`src/rtl/div_arbiter.sv`:
```
// Round-robin arbiter that shares one sequential divider among N_REQ requesters.
// A winner's operands are latched at grant, divide-by-zero is answered locally,
// and a watchdog bounds the wait on the divider.
//
// state    | meaning
// ---------+-------------------------------------------------------------
// ST_IDLE  | no transaction; arbitrate, grant and latch operands
// ST_START | one-cycle div_start pulse to the divider
// ST_WAIT  | wait for div_ready, watchdog counting down
// ST_ZERO  | divisor was zero; build the error result without the divider
// ST_DONE  | rsp_valid strobe, advance the round-robin pointer
module div_arbiter #(
   parameter int N_REQ   = 4,
   parameter int W       = 8,
   parameter int TIMEOUT = 64
) (
   input  logic               clk,
   input  logic               rst,
   input  logic [N_REQ-1:0]   req,
   input  logic [N_REQ*W-1:0] req_dividend,
   input  logic [N_REQ*W-1:0] req_divisor,
   output logic [N_REQ-1:0]   gnt,
   output logic               rsp_valid,
   output logic [2:0]         rsp_id,
   output logic [W-1:0]       rsp_quo,
   output logic [W-1:0]       rsp_rem,
   output logic               rsp_err,
   output logic               busy,
   output logic               div_start,
   output logic [W-1:0]       div_dividend,
   output logic [W-1:0]       div_divisor,
   input  logic               div_ready,
   input  logic [W-1:0]       div_quo,
   input  logic [W-1:0]       div_rem
);

   localparam int WD_W = (TIMEOUT < 2) ? 1 : $clog2(TIMEOUT);

   typedef enum logic [2:0] {
      ST_IDLE  = 3'd0,
      ST_START = 3'd1,
      ST_WAIT  = 3'd2,
      ST_ZERO  = 3'd3,
      ST_DONE  = 3'd4
   } state_t;

   state_t         state;
   state_t         state_nxt;
   logic [2:0]     rr_ptr;
   logic [2:0]     lat_id;
   logic [WD_W-1:0] wd_cnt;
   logic [7:0]     req_pad;
   logic [7:0]     gnt_pad;
   logic [3:0]     idx;
   logic [2:0]     sel_id;
   logic           sel_vld;
   logic           grant_ok;
   logic [W-1:0]   sel_dividend;
   logic [W-1:0]   sel_divisor;

   // Round-robin pick: scan downward so the last hit is the first set bit at/after rr_ptr.
   always_comb begin
      req_pad = 8'(req);
      idx     = '0;
      sel_id  = '0;
      sel_vld = 1'b0;
      for (int k = N_REQ - 1; k >= 0; k--) begin
         idx = {1'b0, rr_ptr} + 4'(k);
         if (idx >= 4'(N_REQ)) begin
            idx = idx - 4'(N_REQ);
         end
         if (req_pad[idx[2:0]]) begin
            sel_vld = 1'b1;
            sel_id  = idx[2:0];
         end
      end
   end

   // gnt depends on req combinationally, so it is also masked while rst is low.
   assign grant_ok     = (state == ST_IDLE) && rst && sel_vld;
   assign sel_dividend = req_dividend[int'(sel_id) * W +: W];
   assign sel_divisor  = req_divisor[int'(sel_id) * W +: W];

   // State register.
   always_ff @(posedge clk) begin
      if (!rst) begin
         state <= ST_IDLE;
      end else begin
         state <= state_nxt;
      end
   end

   // Next-state decode and state-derived outputs.
   always_comb begin
      state_nxt = state;
      gnt_pad   = '0;
      gnt       = '0;
      div_start = 1'b0;
      rsp_valid = 1'b0;
      busy      = (state != ST_IDLE);
      case (state)
         ST_IDLE: begin
            if (grant_ok) begin
               gnt_pad   = 8'd1 << sel_id;
               gnt       = gnt_pad[N_REQ-1:0];
               state_nxt = (sel_divisor == '0) ? ST_ZERO : ST_START;
            end
         end
         ST_START: begin
            div_start = 1'b1;
            state_nxt = ST_WAIT;
         end
         ST_WAIT: begin
            if (div_ready || (wd_cnt == '0)) begin
               state_nxt = ST_DONE;
            end
         end
         ST_ZERO: begin
            state_nxt = ST_DONE;
         end
         ST_DONE: begin
            rsp_valid = 1'b1;
            state_nxt = ST_IDLE;
         end
         default: begin
            state_nxt = ST_IDLE;
         end
      endcase
   end

   // Operand latch, watchdog, result capture and pointer update.
   always_ff @(posedge clk) begin
      if (!rst) begin
         rr_ptr       <= '0;
         lat_id       <= '0;
         wd_cnt       <= '0;
         div_dividend <= '0;
         div_divisor  <= '0;
         rsp_id       <= '0;
         rsp_quo      <= '0;
         rsp_rem      <= '0;
         rsp_err      <= 1'b0;
      end else begin
         case (state)
            ST_IDLE: begin
               if (grant_ok) begin
                  div_dividend <= sel_dividend;
                  div_divisor  <= sel_divisor;
                  lat_id       <= sel_id;
               end
            end
            ST_START: begin
               wd_cnt <= WD_W'(TIMEOUT - 1);
            end
            ST_WAIT: begin
               if (div_ready) begin
                  rsp_quo <= div_quo;
                  rsp_rem <= div_rem;
                  rsp_err <= 1'b0;
                  rsp_id  <= lat_id;
               end else if (wd_cnt == '0) begin
                  rsp_quo <= '1;
                  rsp_rem <= '0;
                  rsp_err <= 1'b1;
                  rsp_id  <= lat_id;
               end else begin
                  wd_cnt <= wd_cnt - 1'b1;
               end
            end
            ST_ZERO: begin
               rsp_quo <= '1;
               rsp_rem <= div_dividend;
               rsp_err <= 1'b1;
               rsp_id  <= lat_id;
            end
            ST_DONE: begin
               rr_ptr <= (lat_id == 3'(N_REQ - 1)) ? 3'd0 : lat_id + 3'd1;
               wd_cnt <= '0;
            end
            default: begin
            end
         endcase
      end
   end

endmodule

```
`config.mk`:
```
export PLATFORM = sky130hd
export DESIGN_NAME = div_arbiter
export DESIGN_NICKNAME = d
export VERILOG_FILES = /design/src/rtl/div_arbiter.sv
export SDC_FILE = /design/constraint.sdc
export NUM_CORES = 1
export LEC_CHECK = 0
export BUFFER_PORTS_ARGS = -buffer_cell sky130_fd_sc_hd__buf_4
export CAP_MARGIN = 5
export CORE_ASPECT_RATIO = 2
export CORE_UTILIZATION = 48
export CTS_BUF_LIST = sky130_fd_sc_hd__clkbuf_16
export CTS_CLUSTER_SIZE = 14
export DETAILED_ROUTE_END_ITERATION = 16
export PLACE_DENSITY = 0.88
export SYNTH_ARGS = -nofsm -noshare
export SYNTH_HDL_FRONTEND = slang
export SYNTH_SLANG_ARGS = --single-unit
```
`constraint.sdc`:
```
create_clock -name clk -period 3.8 [get_ports clk]
set_input_delay 0.76 -clock clk [delete_from_list [all_inputs] [get_ports clk]]
set_output_delay 0.76 -clock clk [all_outputs]
set_load 0.01 [all_outputs]
```
==> impl_metrics.py <==
metrics = {
    "worst_setup_path": {
        "crit_required_ns": 3.04,
        "endpoint_kind": "output pin",
        "reg2reg_depth": 11,
        "cp_data_arrival_time_ns": 2.88,
        "crit_chain": "inv_1 -> ha_1 -> mux2i_1 -> a21o_1 -> a21oi_4 -> o32ai_2 -> nor2_4 -> nor3b_1 -> buf_4",
        "critPathMaxStageDelay_ns": 0.51,
        "crit_type": "reg -> out",
        "cp_slowest_cell": "ha_1",
        "cp-start-kind": "register",
        "crit_path_max_fanout": 13,
    },
    "yosys": {
        "syn-num-nets": 433,
        "synth_top_area_share_pct": 33.8,
        "ys_ff_latch": 51,
        "ys_warn_count": 0,
        "synth.distinct_cells": 49,
        "syn_area_per_cell_um2": 8.84,
        "mappedNetlistArea_um2": 3020,
        "synth_edf_count": 0,
        "syn_inst": 342,
        "ys_async_sr_fraction_pct": 0,
        "yosysTopAreaCell": "dfxtp_1",
        "synth_seq_area_share_pct": 33.8,
        "synth_flop_cell": "dfxtp_1",
        "netlist_top_cells_area": "dfxtp_1, mux2i_1, o21ai_0",
    },
    "timing": {
        "fin_skew_ns": 0.00587,
        "tns_ns": 0,
        "min_period_ns": 3.64,
        "slew_violations": 0,
        "rsz0062_at_grt": "no",
        "clock.fmax_mhz": 274,
        "worstMarginPinSlew_ns": 0.763,
        "finalSetupViolCount": 0,
        "slew_headroom_pct": 49.0,
        "hold_slack_ns": 0.466,
        "hold_violations": 0,
        "period_share_pct": 95.9,
    },
    "floorplan": {
        "fp.coreArea_um2": 6060,
        "dieWidth_um": 58.1,
        "num_rows": 40,
        "die_h_um": 114,
        "start_util_pct": 49.9,
        "die_area_um2": 6640,
        "io_pins": 130,
    },
    "power": {
        "vdd_ir_drop_max_v": 0.000269,
        "leakagePower_uw": 0.00192,
        "pwr_density_cell_nw_per_um2": 462,
    },
    "finish": {
        "drive_gt1_share_pct": 38.9,
        "nets": 550,
        "num-fill-cells": 499,
        "num_antenna_cells": 0,
        "area_delta_synth_final_pct": 38.1,
        "utilization_pct": 68.9,
        "stdcell_count": 544,
    },
    "placement": {
        "routabilityCongestion": 0.861,
        "hpwl_um": 6670,
        "placedCellCount": 536,
        "portBuffers": 129,
    },
    "routing": {
        "wl_per_cell_um": 16.0,
        "firstDrtPassIters": 5,
        "drt_iter0_markers": 147,
        "dr_total_vias": 3082,
        "routed_wl_um": 8700,
        "drtAntennaViolNets": 0,
        "drc": 0,
        "avgViaCountPerCell": 5.67,
    },
    "global_route": {
        "grt_start_max_net_pins": 51,
        "grt_pass1_vias": 3030,
        "grt_pass1_wl_um": 13400,
        "overflow": 0,
        "grt_usage_pct": 26.2,
        "antenna_found_initial": 0,
    },
    "clock_tree": {
        "insertion_delay_ns": 0.30,
        "max-clock-path-buffers": 2,
        "cts_tree": "built",
        "path_clk_slew_ns": 0.07,
        "cts_sinks": 51,
        "cts_root_buf": "clkbuf_16",
        "htreeDepth": 2,
        "numCtsBuffers": 5,
    },
    "outcome": {
        "status": "completed",
    },
    "hold_path": {
        "hold_class": "reg -> reg",
        "worst_hold_path.num_cells": 2,
    },
    "job": {
        "maxCapViolCount": 0,
    },
}
-- metal layers --
layer / global-route usage [%] / vias up / wire length, µm
met2: 49.5 / 131 / 4910
met1: 23.9 / 1428 / 2940
met4: 17.3 / 0 / 436
met5: 0 / - / 0
li1: - / 1489 / -
met3: 5.54 / 34 / 415
-- synth_stat cells, drive strengths merged (2+ instances only) --
cell / number
and2: 3
nor3b: 4
nand4: 2
nor2: 18
nand3: 19
a21oi: 11
o21ai: 39
o21a: 3
nor3: 8
o311ai: 5
buf: 11
a21boi: 4
ha: 4
a21o: 2
a222oi: 8
dfxtp: 51
clkbuf: 14
mux2i: 32
nand2: 39
mux2: 15
o221a: 8
o311a: 3
and3: 4
nor2b: 10
or3: 2
inv: 11
-- worst paths after layout --
check / slack (ns) / startpoint / endpoint
worst min register to register: 0.47 / div_divisor[7] / div_divisor[7]
worst max-delay path: 0.16 / rr_ptr[1] / gnt[1]
worst min-delay path: 0.47 / div_divisor[7] / div_divisor[7]
worst max register to register: 0.60 / rr_ptr[1] / state[1]
-- stage by stage --
step           worst slack (ns)  cell area [µm²]  total power, µW
6_report                  0.156             4180             1930
5_1_grt                 0.00172             4180             2020
4_1_cts                   0.137             4180             1930
3_5_place_dp              0.343             4010             1420
3_3_place_gp              0.452             4010             1390
2_1_floorplan             0.604             3020             1140
-- cell families after synthesis --
group / after synthesis / synth area share [%]
DFF: 51 / 33.8
and+or+nand+nor: 112 / 18.8
buffers and inverters: 36 / 6.33
adders and majority gates: 4 / 1.66
AOI/OAI and AO/OA: 92 / 23.2
muxes: 47 / 16.3
-- registers in the layout, indices dropped and copies added (netlist names) --
signal / count
div_dividend: 8
div_divisor: 8
rsp_quo: 8
rsp_rem: 8
wd_cnt: 6
lat_id: 3
rr_ptr: 3
rsp_id: 3
state: 3
rsp_err: 1
-- power by group --
group          switching (µW)  leakage [µW]  internal, µW  total [µW]
Combinational             353       0.00142           349         702
Clock                     205     0.0000838           311         516
Sequential               82.7      0.000419           628         711
-- critical path: cells and delay by family, from the launching register on --
kind / cells / cell delay, ns
muxes: 1 / 0.15
DFF: 1 / 0.46
and+or+nand+nor: 2 / 0.62
adders and majority gates: 1 / 0.51
buffers and inverters: 2 / 0.25
AOI/OAI and AO/OA: 3 / 0.59
-- cell type report --
| type | count | area [µm²] | area share (%) |
|---|---|---|---|
| Multi-Input combinational cell | 255 | 1810 | 43.4 |
| Sequential cell | 51 | 1020 | 24.5 |
| Tap cell | 84 | 105 | 2.52 |
| Inverter | 11 | 41.3 | 0.989 |
| Timing Repair Buffer | 135 | 1030 | 24.6 |
| Clock inverter | 3 | 43.8 | 1.05 |
| Clock buffer | 5 | 125 | 3.00 |
-- cell usage in the layout, fill, tap and decap left out, types with 10 or more instances in the layout --
cell       n
buf_4    134
dfxtp_1   50
nand2_1   39
o21ai_0   34
mux2i_1   32
nand3_1   19
nor2_1    16
mux2_2    14
inv_1     10
nor2b_1   10
-- timing repair --
item,in CTS,in global routing
hold endpoints to repair,0,0
resized for setup,1,0
setup buffers,0,0
hold buffers,0,0
endpoints found under the setup margin,1,0
Power figures use the tool's default switching activity.
